$ cat src/rtl/cov_uart_reporter.sv
// cov_uart_reporter: snapshots the coverage sum and sends it as an ASCII hex line over an 8N1 UART
module cov_uart_reporter #(
  parameter int COV_WIDTH = 32,
  parameter int CLK_DIV   = 868,
  parameter int PERIOD    = 100000000
) (
  input  logic                 clock,
  input  logic                 aresetn,
  input  logic [COV_WIDTH-1:0] io_covSum,
  input  logic                 metaReset,
  input  logic                 enable,
  input  logic                 force_report,
  output logic                 uart_txd,
  output logic                 busy,
  output logic [15:0]          report_count,
  output logic                 overrun
);
  localparam int N  = COV_WIDTH / 4;
  localparam int BW = $clog2(CLK_DIV);
  localparam int PW = $clog2(PERIOD);
  localparam int IW = $clog2(N + 4);
  localparam logic [BW-1:0] BAUD_LAST = BW'(CLK_DIV - 1);
  localparam logic [PW-1:0] PER_LAST  = PW'(PERIOD - 1);
  localparam logic [IW-1:0] IDX_CR    = IW'(N + 2);
  localparam logic [IW-1:0] IDX_LAST  = IW'(N + 3);
  localparam logic [IW-1:0] IDX_HEX0  = IW'(2);
  localparam logic [IW-1:0] IDX_HEXN  = IW'(N + 1);

  typedef enum logic [2:0] {IDLE, START, DATA, STOP, NEXT} state_e;

  state_e               state_q, state_d;
  logic [PW-1:0]        period_q, period_d;
  logic [BW-1:0]        baud_q, baud_d;
  logic [2:0]           bit_q, bit_d;
  logic [IW-1:0]        idx_q, idx_d;
  logic [COV_WIDTH-1:0] snap_q, snap_d;
  logic [15:0]          count_q, count_d;
  logic                 ovr_q, ovr_d;
  logic                 trig, launch, baud_end, last_byte, is_hex;
  logic [3:0]           nib;
  logic [7:0]           hex_char, cur_byte;

  // Trigger decode and the byte currently on the wire; hex digits come from the top nibble of a shifting snapshot
  always_comb begin
    trig      = (enable && period_q == PER_LAST) || force_report;
    launch    = state_q == IDLE && trig;
    baud_end  = baud_q == BAUD_LAST;
    last_byte = idx_q == IDX_LAST;
    is_hex    = idx_q >= IDX_HEX0 && idx_q <= IDX_HEXN;
    nib       = snap_q[COV_WIDTH-1 -: 4];
    hex_char  = {4'h0, nib} + (nib < 4'd10 ? 8'h30 : 8'h37);
    cur_byte  = idx_q == '0 ? 8'h43 : idx_q == IW'(1) ? 8'h3A : is_hex ? hex_char : idx_q == IDX_CR ? 8'h0D : 8'h0A;
  end

  // State register; metaReset forces IDLE synchronously
  always_ff @(posedge clock or negedge aresetn) begin
    if (!aresetn) state_q <= IDLE;
    else          state_q <= metaReset ? IDLE : state_d;
  end

  // Next-state logic: each bit phase lasts one baud period, NEXT is a single cycle
  always_comb begin
    state_d = state_q;
    case (state_q)
      IDLE:    state_d = trig ? START : IDLE;
      START:   state_d = baud_end ? DATA : START;
      DATA:    state_d = baud_end && bit_q == 3'd7 ? STOP : DATA;
      STOP:    state_d = baud_end ? NEXT : STOP;
      default: state_d = last_byte ? IDLE : START;
    endcase
  end

  // Datapath next values: period timer, baud/bit/byte counters, snapshot, report count and sticky overrun
  always_comb begin
    period_d = !enable || trig ? '0 : period_q + 1'b1;
    baud_d   = state_q inside {START, DATA, STOP} && !baud_end ? baud_q + 1'b1 : '0;
    bit_d    = state_q == DATA && baud_end ? bit_q + 1'b1 : bit_q;
    idx_d    = launch ? '0 : state_q == NEXT ? idx_q + 1'b1 : idx_q;
    snap_d   = launch ? io_covSum : state_q == NEXT && is_hex ? snap_q << 4 : snap_q;
    count_d  = state_q == NEXT && last_byte ? count_q + 1'b1 : count_q;
    ovr_d    = ovr_q || (trig && state_q != IDLE);
  end

  // Datapath registers; metaReset clears everything an abort must forget
  always_ff @(posedge clock or negedge aresetn) begin
    if (!aresetn) begin
      period_q <= '0;
      baud_q   <= '0;
      bit_q    <= '0;
      idx_q    <= '0;
      snap_q   <= '0;
      count_q  <= '0;
      ovr_q    <= 1'b0;
    end else if (metaReset) begin
      period_q <= '0;
      baud_q   <= '0;
      bit_q    <= '0;
      idx_q    <= '0;
      count_q  <= '0;
      ovr_q    <= 1'b0;
    end else begin
      period_q <= period_d;
      baud_q   <= baud_d;
      bit_q    <= bit_d;
      idx_q    <= idx_d;
      snap_q   <= snap_d;
      count_q  <= count_d;
      ovr_q    <= ovr_d;
    end
  end

  // Outputs decode from registered state so the async reset reaches them immediately
  always_comb begin
    uart_txd     = state_q == START ? 1'b0 : state_q == DATA ? cur_byte[bit_q] : 1'b1;
    busy         = state_q != IDLE;
    report_count = count_q;
    overrun      = ovr_q;
  end
endmodule

$ cat config.mk
export PLATFORM = sky130hd
export DESIGN_NAME = cov_uart_reporter
export DESIGN_NICKNAME = d
export VERILOG_FILES = /design/src/rtl/cov_uart_reporter.sv
export SDC_FILE = /design/constraint.sdc
export NUM_CORES = 1
export LEC_CHECK = 0
export CORE_MARGIN = 2
export CORE_UTILIZATION = 35
export CTS_BUF_LIST = sky130_fd_sc_hd__clkbuf_4 sky130_fd_sc_hd__clkbuf_8
export DETAILED_ROUTE_END_ITERATION = 10
export GPL_ROUTABILITY_DRIVEN = 0
export PLACE_DENSITY = 0.57
export SKIP_CTS_REPAIR_TIMING = 1
export SYNTH_ARGS = -nofsm -noshare
export SYNTH_HDL_FRONTEND = slang
export SYNTH_SLANG_ARGS = --single-unit
$ cat constraint.sdc
create_clock -name clock -period 3.2 [get_ports clock]
set_input_delay 0.96 -clock clock [delete_from_list [all_inputs] [get_ports clock]]
set_output_delay 0.96 -clock clock [all_outputs]
set_load 0.05 [all_outputs]
## Yosys cells after proc, flatten, opt, wreduce, memory -nomap -nowiden

Cells that the tools add are included.

- Add/subtract/negate cells: 6
- Multiply operators: 0
- Divide/modulo/power cells: 0
- $lt $le $gt $ge: 4
- Equal/unequal tests: 10
- Shifts and indexed selects: 0
- Muxes and demuxes: 30
- Bitwise gates (word level): 1
- Reduce and logical (&&, ||, !) cells: 23

Operator list:

| operator | count |
|---|---|
| two-way mux 32 bit | 2 |
| two-way mux 27 bit | 2 |
| two-way mux 16 bit | 2 |
| adder 27 x 1 -> 27 bit, second input constant | 1 |
| == test 27 bit, second input constant | 1 |
| two-way mux 7 bit | 3 |
| two-way mux 10 bit | 2 |
| two-way mux 3 bit | 6 |
| adder 16 x 1 -> 16 bit, second input constant | 1 |
| two-way mux 4 bit | 3 |
| case mux 3 bit (4 select lines) | 1 |
| adder 10 x 1 -> 10 bit, second input constant | 1 |
| == test 10 bit, second input constant | 1 |
| logical AND 1 bit | 9 |
| nonzero test 3 bit | 3 |
| == test 4 bit, second input constant | 2 |
| adder 4 x 6 -> 7 bit | 1 |
| two-way mux 1 bit | 7 |
| == test 3 x 2 -> 1 bit, second input constant | 2 |
| == test 3 bit, second input constant | 2 |
| nonzero test 2 bit | 3 |
| adder 4 x 1 -> 4 bit, second input constant | 1 |
| == test 4 x 1 -> 1 bit, second input constant | 1 |
| greater-or-equal comparator 4 x 2 -> 1 bit, second input constant | 1 |
| other kinds (13) | 16 |

- Register bits after elaboration: 96
- Bits in latches: 0
- RAM bits: 0
- Bits in read-only memories: 0
- Input bits: 37
- Output and inout bits: 19
- Logic and storage cells: 82
- Memories: 0

## Depth between registers and ports, before layout

- Depth in word-level cells: 10
- Mapped depth: 10
- Depth with buffers taken out: 10

## Least setup slack after synthesis

Ideal clock, no wire load.

- Kind: reg-to-output
- From: register snap_q[29]
- To: output uart_txd
- Arrival: 2713 ps
- Required time: 2240 ps
- Setup slack: -473 ps
- Stages on the path, launching flop included: 11
- Buffers on the path: 0
- Cell sequence: dfrtp_1 > o21a_1 > ha_1 > inv_1 > fa_1 > nor2b_1 > a211oi_1 > o21ai_0 > nand2_1 > a2111o_1 > a32oi_1

- Longest elaborated chain between the ends: 10

RTL lines:

| item | RTL line | text |
|---|---|---|
| start, declared | 36 | `logic [COV_WIDTH-1:0] snap_q, snap_d;` |
| start signal, assigned | 106 | `snap_q <= snap_d;` |
| less-than comparator 4 bit | 51 | `hex_char = {4'h0, nib} + (nib < 4'd10 ? 8'h30 : 8'h37);` |
| two-way mux 3 bit | 51 |  |
| adder 4 x 6 -> 7 bit (*) | 51 |  |
| two-way mux 7 bit (*) (3 in series) | 52 | `cur_byte = idx_q == '0 ? 8'h43 : idx_q == IW'(1) ? 8'h3A : is_hex ? hex_char : idx_q == IDX_CR ? 8'h0D : 8'h0A ...` |
| binary-select mux 1 bit (select 3 bit) (*) | 114 | `uart_txd = state_q == START ? 1'b0 : state_q == DATA ? cur_byte[bit_q] : 1'b1;` |
| two-way mux 1 bit (implied by the code) (*) | 114 |  |
| two-way mux 1 bit (*) (2 in series) | 114 |  |
| end, declared | 13 | `output logic uart_txd,` |

Mark *: on every way between the ends. The rest lies on a longest branch, timed or not. The select of a mux whose other input is x is not followed.

## Final worst setup path

Same ends and word-level chain as after synthesis.

==> results.md <==
- WL/cell: roughly 15 um
- Crit Path Class: flop to output pin
- GRT Total Usage: between 15 and 20%
- Clock sink count: 96
- Failing checks: setup timing
- Synth cell types: between 50 and 60
- Ranking of synthesized cells by area: dfrtp_1 (44%), nor2_1 (7.1%), xor2_1 (5.3%)
- HPWL after DPL: a little under 9 mm
- Area leader, netlist: dfrtp_1
- Max-slew violation count: 0
- Fin nets: 714
- Post-DR vias/cell: 5.47
- Critical path launch point type: flop
- Max Cap Viol: 0
- WP data arrival: between 2 and 3 ns
- Die Ht: roughly 130 um
- Congestion Overflow GR: 0
- IO buf count: 55
- Root Buffer: clkbuf_8
- Starting Density: 35.9%
- Hold Fails Final Rpt: 0
- CP max-delay cell: a311o_1
- # IOs: between 50 and 60
- Mapped Nets: 665
- Post-route DRC: 0
- Top post-synthesis cells by count: nor2_1 (103), dfrtp_1 (96), nand2_1 (53)
- Status: finished with violations
- Min-delay src: period_q[0]$_DFF_PN0_
- Post-synth top area share: between 40% and 50%
- Count leader, synth: nor2_1
- Post-Syn Instances: slightly above 600
- HP Class: flop to flop
- Clk slew on worst S/H paths: 0.09 ns
- Final worst clock skew: around 0.010 ns
- Post-Syn Area: approximately 5500 um^2
- Final wirelength: between 10 and 15 mm
- Antenna violations before repair: 0
- Cts bufs inserted: 9
- Layout cell share with drive strength beyond 1: under 10%
- Yosys Warn Count: 0
- Crit Reg-Reg Startpoint: idx_q[1]$_DFFE_PN0P_
- First-pass GRT wire length: about 22 mm
- Synthesized area per cell: between 8 and 9 um^2
- Final period util: 112%
- Crit. End Element: output pin
- Final instance area: about 6600 um^2
- Pin count of the biggest net entering global routing: 58
- H-tree depth: 3
- Worst EP required: between 2 and 2.5 ns
- Fin cells: approximately 860
- Worst slew pin tran: approximately 0.65 ns
- Vias in the first global route: 4447
- # diodes: 0
- P&R area growth vs syn: 20.0%
- Total power: 2.80 mW
- CP top delay family: compound AO/OA/AOI/OAI gates
- Die Span X: 129 um
- Clock Path Buffers: 2
- Seq cells post-synth: 96
- Num rows: 45
- Placed cell count: between 800 and 900
- Leak: around 2.6 nW
- Maximum VDD drop: ~0.19 mV
- Dpl cell area: 6330 um^2
- Slowest stage delay, CP: roughly 0.41 ns
- CP max FO: 3
- Seq/Total Area, Yosys: approximately 44%
- Post-synth EDFFs: 0
- Skew-Pair Late Insertion Delay: 0.38 ns
- CP Buf/Inv Count: 1
- Detailed-route via count: between 4000 and 5000
- Routed Antenna Nets: 0
- RSZ-0062 raised after global routing: true
- Final setup vio count: 1
- Setup TNS: -0.398 ns
- Cell Pwr Density: 428 nW/um^2
- # fillers: 1474
- Prevailing post-synth register cell: dfrtp_1
- Final worst path period need: about 3.6 ns
- CP Cell Sequence: o21a_1 -> ha_1 -> a21oi_2 -> o311ai_0 -> o22ai_1 -> a311o_1 -> a32oi_4 -> buf_12
- Core ar.: ~15000 um^2
- Setup crit start: snap_q[29]$_DFFE_PN0P_
- Initial DRC count: between 400 and 500
- Die ar.: between 15000 and 20000 um^2
- Async SR Flop Fraction: 100%
- CTS tree: done
- Worst rel slew slack: a little under three fifths
- Pre-antenna DRT Iters: 5
- Final setup margin: -0.398 ns
- Fmax: between 200 and 300 MHz
## placed cells by master (no fill, tap or decap), types with 16 or more instances in the layout
master,netlist,routed
nor2_1,103,102
dfrtp_1,96,95
nand2_1,53,53
nand3_1,52,52
clkdlybuf4s50_1,0,52
xor2_1,33,33
and3_1,32,32
a41oi_1,29,29
a31oi_1,29,28
inv_1,21,20
buf_4,0,16
## kinds of logic (layout without fill, tap and decap cells)
| kind of cell | after synthesis | count (layout) | synth area share, % |
|---|---|---|---|
| compound gates | 98 | 98 | 13.3 |
| xor+xnor | 48 | 48 | 7.70 |
| fa+ha+maj | 13 | 13 | 3.12 |
| buf+inv | 58 | 112 | 4.86 |
| flops | 96 | 96 | 44.0 |
| mux | 3 | 3 | 0.550 |
| simple gates | 299 | 299 | 26.5 |
## power by group
group / internal [mW] / switching (mW) / total [mW]
logic: 0.276 / 0.301 / 0.577
clock network: 0.420 / 0.419 / 0.838
registers: 1.31 / 0.0753 / 1.39
## per-stage QoR
| step | hold WS, ns | setup slack (ns) | utilization, % |
|---|---|---|---|
| floorplan | 0.433 | -0.00653 | - |
| global placement | 0.447 | 0.0123 | 41.6 |
| detailed placement | 0.456 | -0.0551 | 41.6 |
| CTS | 0.469 | -0.493 | 43.0 |
| global route | 0.485 | -0.504 | 43.1 |
| finish | 0.462 | -0.398 | 43.1 |
## final timing paths
path	end	slack (ns)	cells past startpoint
max	uart_txd	-0.40	8
min	period_q[0]$_DFF_PN0_	0.46	1
max reg2reg	snap_q[7]$_DFFE_PN0P_	0.86	9
min reg2reg	period_q[0]$_DFF_PN0_	0.46	1
max in group asynchronous	idx_q[1]$_DFFE_PN0P_	1.99	2
min in group asynchronous	period_q[18]$_DFF_PN0_	0.57	1
## sequential cells by signal, summed over array words and instances (netlist names)
name and cells:
idx_q 4, period_q 27, snap_q 32, baud_q 10, report_count 16, bit_q 3
state_q 3, overrun 1
## final cells by class
class,instances,area (um^2),area share (%)
Multi-Input combinational cell,461,2850,43.5
Sequential cell,96,2400,36.7
Timing Repair Buffer,75,781,11.9
Tap cell,188,235,3.59
Clock buffer,13,166,2.54
Inverter,21,78.8,1.20
Clock inverter,3,40.0,0.611
## metal layers
metal / up-vias / part of all wire, % / global-route usage (%)
met3: 12 / 3.8 / 3.74
li1: 2288 / - / -
met5: - / 0 / 0
met2: 99 / 47 / 26.5
met4: 0 / 1.2 / 4.22
met1: 2292 / 48 / 23.0
## worst register-to-register path: stages, from the launching register on
cell	delay, ns
dfrtp_2	0.46
inv_1	0.13
ha_1	0.23
o21bai_1	0.12
a22o_1	0.26
a211o_1	0.35
a31oi_4	0.18
buf_12	0.25
nor2_1	0.10
a41oi_1	0.16
Power figures use the tool's default switching activity.
